--- config.mk ---
export PLATFORM = sky130hd
export DESIGN_NAME = lora_frame_sequencer
export DESIGN_NICKNAME = d
export VERILOG_FILES = /design/src/rtl/lora_tx_pkg.sv /design/src/rtl/lora_sym_slot.sv /design/src/rtl/lora_frame_sequencer.sv
export SDC_FILE = /design/constraint.sdc
export NUM_CORES = 1
export LEC_CHECK = 0
export BUFFER_PORTS_ARGS = -buffer_cell sky130_fd_sc_hd__buf_2
export CAP_MARGIN = 20
export CORE_MARGIN = 3
export CORE_UTILIZATION = 55
export CTS_BUF_LIST = sky130_fd_sc_hd__clkbuf_4
export CTS_CLUSTER_DIAMETER = 200
export DETAILED_ROUTE_END_ITERATION = 16
export GPL_ROUTABILITY_DRIVEN = 0
export PLACE_DENSITY = 0.76
export SLEW_MARGIN = 20
export SYNTH_ARGS = -nofsm -noshare
export SYNTH_HDL_FRONTEND = slang
export SYNTH_HIERARCHICAL = 1
export SYNTH_SLANG_ARGS = --single-unit
--- constraint.sdc ---
create_clock -name clk -period 3.8 [get_ports clk]
set_input_delay 0.38 -clock clk [delete_from_list [all_inputs] [get_ports clk]]
set_output_delay 0.38 -clock clk [all_outputs]
set_load 0.05 [all_outputs]
--- src/rtl/lora_tx_pkg.sv ---
// Shared LoRa TX definitions: chirp codes, SF select codes, frame FSM states.
package lora_tx_pkg;

  localparam logic [1:0] CHIRP_UP    = 2'b00;
  localparam logic [1:0] CHIRP_DOWN  = 2'b01;
  localparam logic [1:0] CHIRP_QDOWN = 2'b10;

  // sf_select code n selects SF(n+5), covering SF5..SF12
  localparam logic [2:0] SF_SEL_5  = 3'd0;
  localparam logic [2:0] SF_SEL_6  = 3'd1;
  localparam logic [2:0] SF_SEL_7  = 3'd2;
  localparam logic [2:0] SF_SEL_8  = 3'd3;
  localparam logic [2:0] SF_SEL_9  = 3'd4;
  localparam logic [2:0] SF_SEL_10 = 3'd5;
  localparam logic [2:0] SF_SEL_11 = 3'd6;
  localparam logic [2:0] SF_SEL_12 = 3'd7;

  localparam int MASK_W     = 16;
  localparam int SYNC_SHIFT = 3;

  typedef enum logic [2:0] {
    ST_IDLE     = 3'd0,
    ST_PREAMBLE = 3'd1,
    ST_SYNC     = 3'd2,
    ST_DOWN     = 3'd3,
    ST_QDOWN    = 3'd4,
    ST_PAYLOAD  = 3'd5
  } seq_state_t;

  function automatic logic [3:0] sf_value(input logic [2:0] sel);
    return 4'(sel) + 4'd5;
  endfunction

  function automatic logic [MASK_W-1:0] sf_mask(input logic [2:0] sel);
    logic [31:0] full_mask;
    full_mask = (32'd1 << sf_value(sel)) - 32'd1;
    return full_mask[MASK_W-1:0];
  endfunction

endpackage

--- src/rtl/lora_sym_slot.sv ---
// One-entry prefetch buffer between the symbol stream and the frame sequencer.
module lora_sym_slot #(
  parameter int SYM_W = 12
) (
  input  logic             clk,
  input  logic             rst,
  input  logic             flush,
  input  logic             take,
  input  logic             fill_ok,
  input  logic [SYM_W-1:0] s_sym,
  input  logic             s_valid,
  output logic             s_ready,
  output logic             accept,
  output logic             full,
  output logic [SYM_W-1:0] data
);

  logic full_n;

  assign accept = s_valid & s_ready;

  always_comb begin
    full_n = full;
    if (flush || take) full_n = 1'b0;
    else if (accept)   full_n = 1'b1;
  end

  // ready is computed from the next slot state, so a take and a refill never share a cycle
  always_ff @(posedge clk or posedge rst) begin
    if (rst) begin
      full    <= 1'b0;
      data    <= '0;
      s_ready <= 1'b0;
    end else begin
      full <= full_n;
      if (accept) data <= s_sym;
      s_ready <= fill_ok & ~full_n & ~flush;
    end
  end

endmodule

--- src/rtl/lora_frame_sequencer.sv ---
// Builds one LoRa frame (preamble, sync, down, quarter-down, payload) as a
// stream of symbol value / chirp type pairs, advancing on each modulator sym_done.
module lora_frame_sequencer
  import lora_tx_pkg::*;
#(
  parameter int PREAMBLE_LEN = 8,
  parameter int SYM_W        = 12,
  parameter int LEN_W        = 8,
  parameter int SFSEL_W      = 3
) (
  input  logic               clk,
  input  logic               rst,
  input  logic               start,
  input  logic               abort,
  input  logic [SFSEL_W-1:0] sf_select,
  input  logic [7:0]         sync_word,
  input  logic [LEN_W-1:0]   pay_len,
  input  logic [SYM_W-1:0]   s_sym,
  input  logic               s_valid,
  output logic               s_ready,
  output logic [SYM_W-1:0]   sym_val,
  output logic [1:0]         sym_type,
  output logic               mod_en,
  input  logic               sym_done,
  output logic               busy,
  output logic               frame_done,
  output logic               underflow
);

  localparam int CNT_W = 16;
  localparam logic [CNT_W-1:0] PRE_LAST = CNT_W'(PREAMBLE_LEN - 1);

  seq_state_t         state, state_n;
  logic [CNT_W-1:0]   cnt, cnt_n;
  logic [LEN_W-1:0]   rem, rem_n;
  logic [LEN_W-1:0]   fetched, fetched_n;
  logic [LEN_W-1:0]   len_q, len_n;
  logic [SFSEL_W-1:0] sf_q, sf_n;
  logic [7:0]         sync_q, sync_n;

  logic [SYM_W-1:0]   sym_val_n;
  logic [1:0]         sym_type_n;
  logic               mod_en_n, busy_n, frame_done_n, underflow_n;

  logic               take, ev_start, ev_end, ev_uf;
  logic               slot_full, slot_accept, fill_ok_n, flush;
  logic [SYM_W-1:0]   slot_data, sym_mask;

  assign sym_mask  = SYM_W'(sf_mask(sf_q));
  assign flush     = abort | ev_end | ev_uf;
  assign fetched_n = ev_start ? '0 : fetched + LEN_W'(slot_accept);
  assign fill_ok_n = (state_n inside {ST_SYNC, ST_DOWN, ST_QDOWN, ST_PAYLOAD}) &&
                     (fetched_n < len_n);

  lora_sym_slot #(.SYM_W(SYM_W)) u_slot (
    .clk     (clk),
    .rst     (rst),
    .flush   (flush),
    .take    (take),
    .fill_ok (fill_ok_n),
    .s_sym   (s_sym),
    .s_valid (s_valid),
    .s_ready (s_ready),
    .accept  (slot_accept),
    .full    (slot_full),
    .data    (slot_data)
  );

  always_ff @(posedge clk or posedge rst) begin
    if (rst) begin
      state      <= ST_IDLE;
      cnt        <= '0;
      rem        <= '0;
      fetched    <= '0;
      len_q      <= '0;
      sf_q       <= '0;
      sync_q     <= '0;
      sym_val    <= '0;
      sym_type   <= CHIRP_UP;
      mod_en     <= 1'b0;
      busy       <= 1'b0;
      frame_done <= 1'b0;
      underflow  <= 1'b0;
    end else begin
      state      <= state_n;
      cnt        <= cnt_n;
      rem        <= rem_n;
      fetched    <= fetched_n;
      len_q      <= len_n;
      sf_q       <= sf_n;
      sync_q     <= sync_n;
      sym_val    <= sym_val_n;
      sym_type   <= sym_type_n;
      mod_en     <= mod_en_n;
      busy       <= busy_n;
      frame_done <= frame_done_n;
      underflow  <= underflow_n;
    end
  end

  always_comb begin
    state_n  = state;
    cnt_n    = cnt;
    rem_n    = rem;
    len_n    = len_q;
    sf_n     = sf_q;
    sync_n   = sync_q;
    take     = 1'b0;
    ev_start = 1'b0;
    ev_end   = 1'b0;
    ev_uf    = 1'b0;
    if (abort) begin
      state_n = ST_IDLE;
      cnt_n   = '0;
    end else begin
      case (state)
        ST_IDLE: if (start) begin
          state_n  = ST_PREAMBLE;
          cnt_n    = '0;
          len_n    = pay_len;
          sf_n     = sf_select;
          sync_n   = sync_word;
          ev_start = 1'b1;
        end
        ST_PREAMBLE: if (sym_done) begin
          if (cnt == PRE_LAST) begin
            state_n = ST_SYNC;
            cnt_n   = '0;
          end else begin
            cnt_n = cnt + CNT_W'(1);
          end
        end
        ST_SYNC, ST_DOWN: if (sym_done) begin
          if (cnt == CNT_W'(1)) begin
            state_n = (state == ST_SYNC) ? ST_DOWN : ST_QDOWN;
            cnt_n   = '0;
          end else begin
            cnt_n = cnt + CNT_W'(1);
          end
        end
        ST_QDOWN: if (sym_done) begin
          if (len_q == '0) begin
            state_n = ST_IDLE;
            ev_end  = 1'b1;
          end else if (slot_full) begin
            state_n = ST_PAYLOAD;
            take    = 1'b1;
            rem_n   = len_q - LEN_W'(1);
          end else begin
            state_n = ST_IDLE;
            ev_uf   = 1'b1;
          end
        end
        ST_PAYLOAD: if (sym_done) begin
          if (rem == '0) begin
            state_n = ST_IDLE;
            ev_end  = 1'b1;
          end else if (slot_full) begin
            take  = 1'b1;
            rem_n = rem - LEN_W'(1);
          end else begin
            state_n = ST_IDLE;
            ev_uf   = 1'b1;
          end
        end
        default: state_n = ST_IDLE;
      endcase
    end
  end

  always_comb begin
    sym_val_n    = sym_val;
    sym_type_n   = sym_type;
    mod_en_n     = mod_en;
    busy_n       = busy;
    frame_done_n = 1'b0;
    underflow_n  = underflow;
    if (abort || ev_end || ev_uf) begin
      sym_val_n    = '0;
      sym_type_n   = CHIRP_UP;
      mod_en_n     = 1'b0;
      busy_n       = 1'b0;
      frame_done_n = ev_end;
      if (ev_uf) underflow_n = 1'b1;
    end else if (ev_start) begin
      sym_val_n   = '0;
      sym_type_n  = CHIRP_UP;
      mod_en_n    = 1'b1;
      busy_n      = 1'b1;
      underflow_n = 1'b0;
    end else if (sym_done) begin
      case (state)
        ST_PREAMBLE: if (state_n == ST_SYNC) begin
          sym_type_n = CHIRP_UP;
          sym_val_n  = SYM_W'(sync_q[7:4]) << SYNC_SHIFT;
        end
        ST_SYNC: begin
          if (state_n == ST_SYNC) begin
            sym_val_n = SYM_W'(sync_q[3:0]) << SYNC_SHIFT;
          end else begin
            sym_type_n = CHIRP_DOWN;
            sym_val_n  = '0;
          end
        end
        ST_DOWN: if (state_n == ST_QDOWN) begin
          sym_type_n = CHIRP_QDOWN;
          sym_val_n  = '0;
        end
        ST_QDOWN, ST_PAYLOAD: if (take) begin
          sym_type_n = CHIRP_UP;
          sym_val_n  = slot_data & sym_mask;
        end
        default: ;
      endcase
    end
  end

endmodule

Word-level counts from Yosys, hierarchy flattened
Index checks and enable logic that the tools add are counted.
W data, S select, Z words.
{"block": "op_classes", "n_shift": 1, "n_addsub": 6, "eq_ne": 25, "mux": 79, "reduce_logical": 21, "order_cmp": 1, "bitwise": 9}
{"op": "$mux W16", "count": 6}
{"op": "$mux W8", "count": 10}
{"op": "$mux W12", "count": 6}
{"op": "$pmux W12 S4", "count": 1}
{"op": "$pmux W16 S3", "count": 1}
{"op": "$mux W3", "count": 13}
{"op": "$mux W1", "count": 28}
{"op": "$add A16 B1 Y16 const B", "count": 1}
{"op": "$eq A16 B1 Y1 const B", "count": 1}
{"op": "$eq A16 B3 Y1 const B", "count": 1}
{"op": "$logic_not A8 Y1", "count": 2}
{"op": "$pmux W8 S2", "count": 1}
{"op": "$sub A8 B1 Y8 const B", "count": 2}
{"op": "$pmux W3 S5", "count": 1}
{"op": "$mux W2", "count": 7}
{"op": "$and A12 B12 Y12", "count": 1}
{"op": "$eq A3 B2 Y1 const B", "count": 4}
{"op": "$eq A3 B3 Y1 const B", "count": 4}
{"op": "$shl A1 B4 Y12 const A", "count": 1}
{"op": "$sub A12 B1 Y12 const B", "count": 1}
{"op": "$ne A2 B2 Y1 const B", "count": 5}
{"op": "$ne A3 B3 Y1 const B", "count": 3}
{"op": "$add A8 B1 Y8", "count": 1}
{"op": "$lt A8 B8 Y1", "count": 1}
{"op": "other kinds (25)", "count": 40}
{"block": "totals", "inputBits": 37, "regBits": 85, "wordCells": 157}

Depth between registers and ports, before layout
{"block": "logic_depth", "depth_word": 12, "mapped_depth": 14}

Modules after synthesis
The synthesis kept the hierarchy.
{"mod": "lora_frame_sequencer", "area_each_um2": 4081.4, "instances": 1, "cells_each": 431, "seq_area_each_um2": 1776.7}
{"mod": "lora_sym_slot", "area_each_um2": 568.0, "instances": 1, "cells_each": 34, "seq_area_each_um2": 350.3}

Least setup slack after synthesis
OpenSTA, ideal clock, no wires.
{"block": "synth_timing", "kind": "reg2reg", "from": "register state[1]", "to": "register u_slot.s_ready", "synth_period_minus_slack_ns": 3.021, "path_stages_with_launch": 11, "setup_time_ns": 0.066, "slack_ns": 0.779, "arrival_time_ns": 2.956, "n_path_buf": 2, "path_cell_list": "dfrtp_1 buf_6 or3b_4 nor3_2 clkbuf_1 mux2i_1 ha_1 a21o_1 a21o_1 a2111oi_0 o211a_1"}
{"block": "synth_between", "elab_chain_len": 11}
{"item": "start: declaration", "line_no": "lora_frame_sequencer.sv:33", "source": "seq_state_t state, state_n;"}
{"item": "start signal: assignment", "line_no": "lora_frame_sequencer.sv:85", "source": "state <= state_n;"}
{"item": "$eq A3 B2 Y1", "line_no": "lora_frame_sequencer.sv:116, lora_frame_sequencer.sv:135"}
{"item": "$mux W3", "line_no": "lora_frame_sequencer.sv:135", "source": "state_n = (state == ST_SYNC) ? ST_DOWN : ST_QDOWN;"}
{"item": "$mux W3", "line_no": "lora_frame_sequencer.sv:134", "source": "if (cnt == CNT_W'(1)) begin"}
{"item": "$mux W3", "line_no": "lora_frame_sequencer.sv:133", "source": "ST_SYNC, ST_DOWN: if (sym_done) begin"}
{"item": "$pmux W3 S5", "line_no": "lora_frame_sequencer.sv:116", "source": "case (state)"}
{"item": "$mux W3", "line_no": "lora_frame_sequencer.sv:112", "source": "if (abort) begin"}
{"item": "$eq A3 B2 Y1 / $eq A3 B3 Y1 (equally long branches)", "line_no": "lora_frame_sequencer.sv:52", "source": "assign fill_ok_n = (state_n inside {ST_SYNC, ST_DOWN, ST_QDOWN, ST_PAYLOAD}) &&"}
{"item": "$reduce_bool A4 Y1", "line_no": "lora_frame_sequencer.sv:52"}
{"item": "$logic_and A1 B1 Y1 (*)", "line_no": "lora_frame_sequencer.sv:52"}
{"item": "net fill_ok_n", "line_no": "lora_frame_sequencer.sv:46", "source": "logic slot_full, slot_accept, fill_ok_n, flush;"}
{"item": "$and A1 B1 Y1 (*) (2 in series)", "line_no": "lora_sym_slot.sv:37", "source": "s_ready <= fill_ok & ~full_n & ~flush;"}
{"item": "end signal: assignment", "line_no": "lora_sym_slot.sv:37"}
{"item": "end: declaration", "line_no": "lora_sym_slot.sv:12", "source": "output logic s_ready,"}
Mark *: on every way through the listed nets, which the timed path passes. The rest lies on a longest branch.
A chain may end at the register's enable or synchronous reset.

Worst setup path in the final report
Same ends and word-level chain as after synthesis.

==> results.yml <==
outcome:
  status: "complete, no violations"
sta:
  hold_viol: 0
  maxSlewViolCount: 0
  clock.fmax_mhz: 318.0
  setup_viol: 0
  finalClockSkew_ps: 30.91
  worstMarginPinSlew_ps: 898.7
  tns_ps: 0
  fin_crit_ps: 3145
  slew_headroom: 0.4009
  grt_setup_unrepaired: "false"
  hold_ws_ps: 139.8
  finalCritPeriodShare: 0.8275
  layout_setup_ws_ps: 655.5
setup_path:
  criticalPathCategory: "reg -> reg"
  r2r_cells: 10
  crit_required_ps: 4210
  r2r_setup_slack_ps: 660
  critPathMaxFanout: 10
  arrival_ps: 3550
  cp-end-kind: "register"
  worstReg2RegStart: "state[1]"
  r2r-end: "u_slot/s_ready"
  startpoint_type: "register"
routing:
  drt-total-wl_um: 10400
  vias: 3723
  drt-vias-per-instance: 5.947
  post_drt_wl_per_cell_um: 16.62
  drtAntennaViolNets: 0
  drc: 0
  drt_pass1_iterations: 5
  drt_iter0_drc: 229
placed_design:
  place.port_buffers: 55
  hpwlAfterDp_um: 7597
  place_ws_ps: 606.9
yosys:
  synth-edff-count: 0
  yosysUniqueCellTypes: 69
  ys_async_sr_fraction: 1.000
  synthTopCellsByArea: "dfrtp_1 (46%), nand2_1 (4.4%), mux2_2 (3.9%)"
  synth.yosys.seq_area_share: 0.4575
  synth_common_cells: "dfrtp_1 (85), nand2_1 (54), nor2_1 (31), a21oi_1 (22), o21ai_0 (21)"
  synth_top_area_frac: 0.4575
  yosys.area.top_type: "dfrtp_1"
  avgSynthCellArea_um2: 9.999
  yosys_warnings: 6
  syn_inst: 465
  ys_seq_elements: 85
  syn_area_um2: 4649
  dominantRegCellSynth: "dfrtp_1"
  synth.most_common_cell: "dfrtp_1"
clocking:
  postCtsSetupRepairBufs: 0
  clock_sinks: 85
  htreeDepth: 3
  cts_resized: 0
  worstSkewPairLatency_ps: 450
  root_buffer: "clkbuf_4"
  cts_tree: "done"
  path_clk_slew_ps: 160
  numCtsBuffers: 9
  holdBufCountCts: 1
  clk_path_buf_depth: 2
final_layout:
  n_antenna_cell: 0
  num-nets-final: 569
  fin_util: 0.6432
  area_growth_pct: 10.23
  drive_gt1_frac: 0.2252
grt:
  grt_pass1_wl_um: 17670
  track_usage: 0.2273
  antenna_found_initial: 0
  grt_pass1_vias: 3669
  grt_max_degree: 72
  overflow: 0
floorplan:
  rows: 32
  start_util: 0.5835
  coreArea_um2: 7968
  dieArea_um2: 9593
  die_x_um: 97.95
  die_h_um: 97.95
  io_pins: 56
hold_path:
  hp-class: "in -> reg"
  hold_depth: 2
  hp-start: "s_sym[1]"
  whs_endpoint: "u_slot/data[1]"
run:
  cap_viol_max_count: 0
power_and_ir_drop:
  p_leak_nw: 2.516
  power_density_nw_per_um2: 355.0
  ir_worst_vdd_mv: 0.2101
critical path, cell delays in order, from the launching register on:
cell,delay [ps]
dfrtp_1,500
or3b_4,480
nor3_4,350
buf_4,240
mux2i_1,270
ha_1,280
and4_1,190
o21ai_0,70
a21oi_1,60
a2111oi_0,450
o211a_1,240
metal layers:
layer | track usage | up-vias | share of wire
met4 | 0.06496 | 0 | 0.011
met1 | 0.3140 | 1805 | 0.46
li1 | - | 1785 | -
met3 | 0.04857 | 12 | 0.060
met5 | 0 | - | 0
met2 | 0.3639 | 121 | 0.47
stage by stage:
step	instance area [um2]	std cells	power, mW
after global placement	4991	609	1.340
after floorplan	4653	466	1.260
after CTS	5125	626	1.831
final	5125	626	1.819
after global routing	5125	626	1.926
after detailed placement	4991	609	1.352
worst max path at each step:
| stage | startpoint | to | slack, ps | cells after the start |
|---|---|---|---|---|
| after floorplan | state[1] | u_slot/s_ready | 780 | 10 |
| final | state[1] | u_slot/s_ready | 660 | 10 |
| after detailed placement | state[1] | u_slot/s_ready | 610 | 10 |
| after global routing | state[0] | u_slot/s_ready | 430 | 10 |
| after global placement | s_valid | u_slot/s_ready | 730 | 13 |
| after CTS | state[1] | u_slot/s_ready | 610 | 10 |
sequential cells by signal (all words and copies together) (netlist names):
name	count
busy	1
cnt	16
fetched	8
frame_done	1
len_q	8
rem	8
sf_q	3
state	3
sym_type	2
sym_val	12
sync_q	8
u_slot/data	12
u_slot/full	1
u_slot/s_ready	1
underflow	1
cell usage in the layout, fill, tap and decap left out, types with 3 or more instances in the layout:
master,count
nor2_1,31
ha_1,13
o21ai_0,21
o31ai_1,4
a21o_1,4
buf_2,55
nand2b_1,5
a21oi_1,22
inv_1,17
or4_1,3
or3_1,7
and3_1,8
xor2_1,10
nor2b_1,4
mux2i_1,16
nor3_1,12
buf_4,5
and2_1,5
nand3_1,17
xnor2_1,4
o21ai_1,10
mux2_2,16
o211a_1,5
a31oi_1,6
nand4_1,6
clkbuf_4,9
mux2_4,9
dfrtp_1,85
nand2_1,54
logic make-up after synthesis:
group | share of synthesized area
flip-flops | 0.4575
multiplexers | 0.1023
XOR/XNOR | 0.02637
AO/OA/AOI/OAI | 0.1348
buffers and inverters | 0.03875
AND/OR/NAND/NOR | 0.2045
adder cells (fa/ha/maj) | 0.03498
other | 0.0008065
layout make-up:
cell class,instances,area [um2]
fillers,674,2843
multi-input cells,343,2352
flip-flops and latches,85,2127
repair buffers,61,322.8
well taps,102,127.6
inverters,19,71.32
clock buffers,9,67.56
clock inverters,7,56.30
power breakdown:
part / switching (mW) / internal (mW) / total (mW) / leakage (nW)
Combinational: 0.175 / 0.133 / 0.308 / 1.32
Clock: 0.338 / 0.142 / 0.480 / 0.0625
Sequential: 0.0694 / 0.962 / 1.03 / 1.14
No activity file was read; power rests on OpenSTA's default activity.
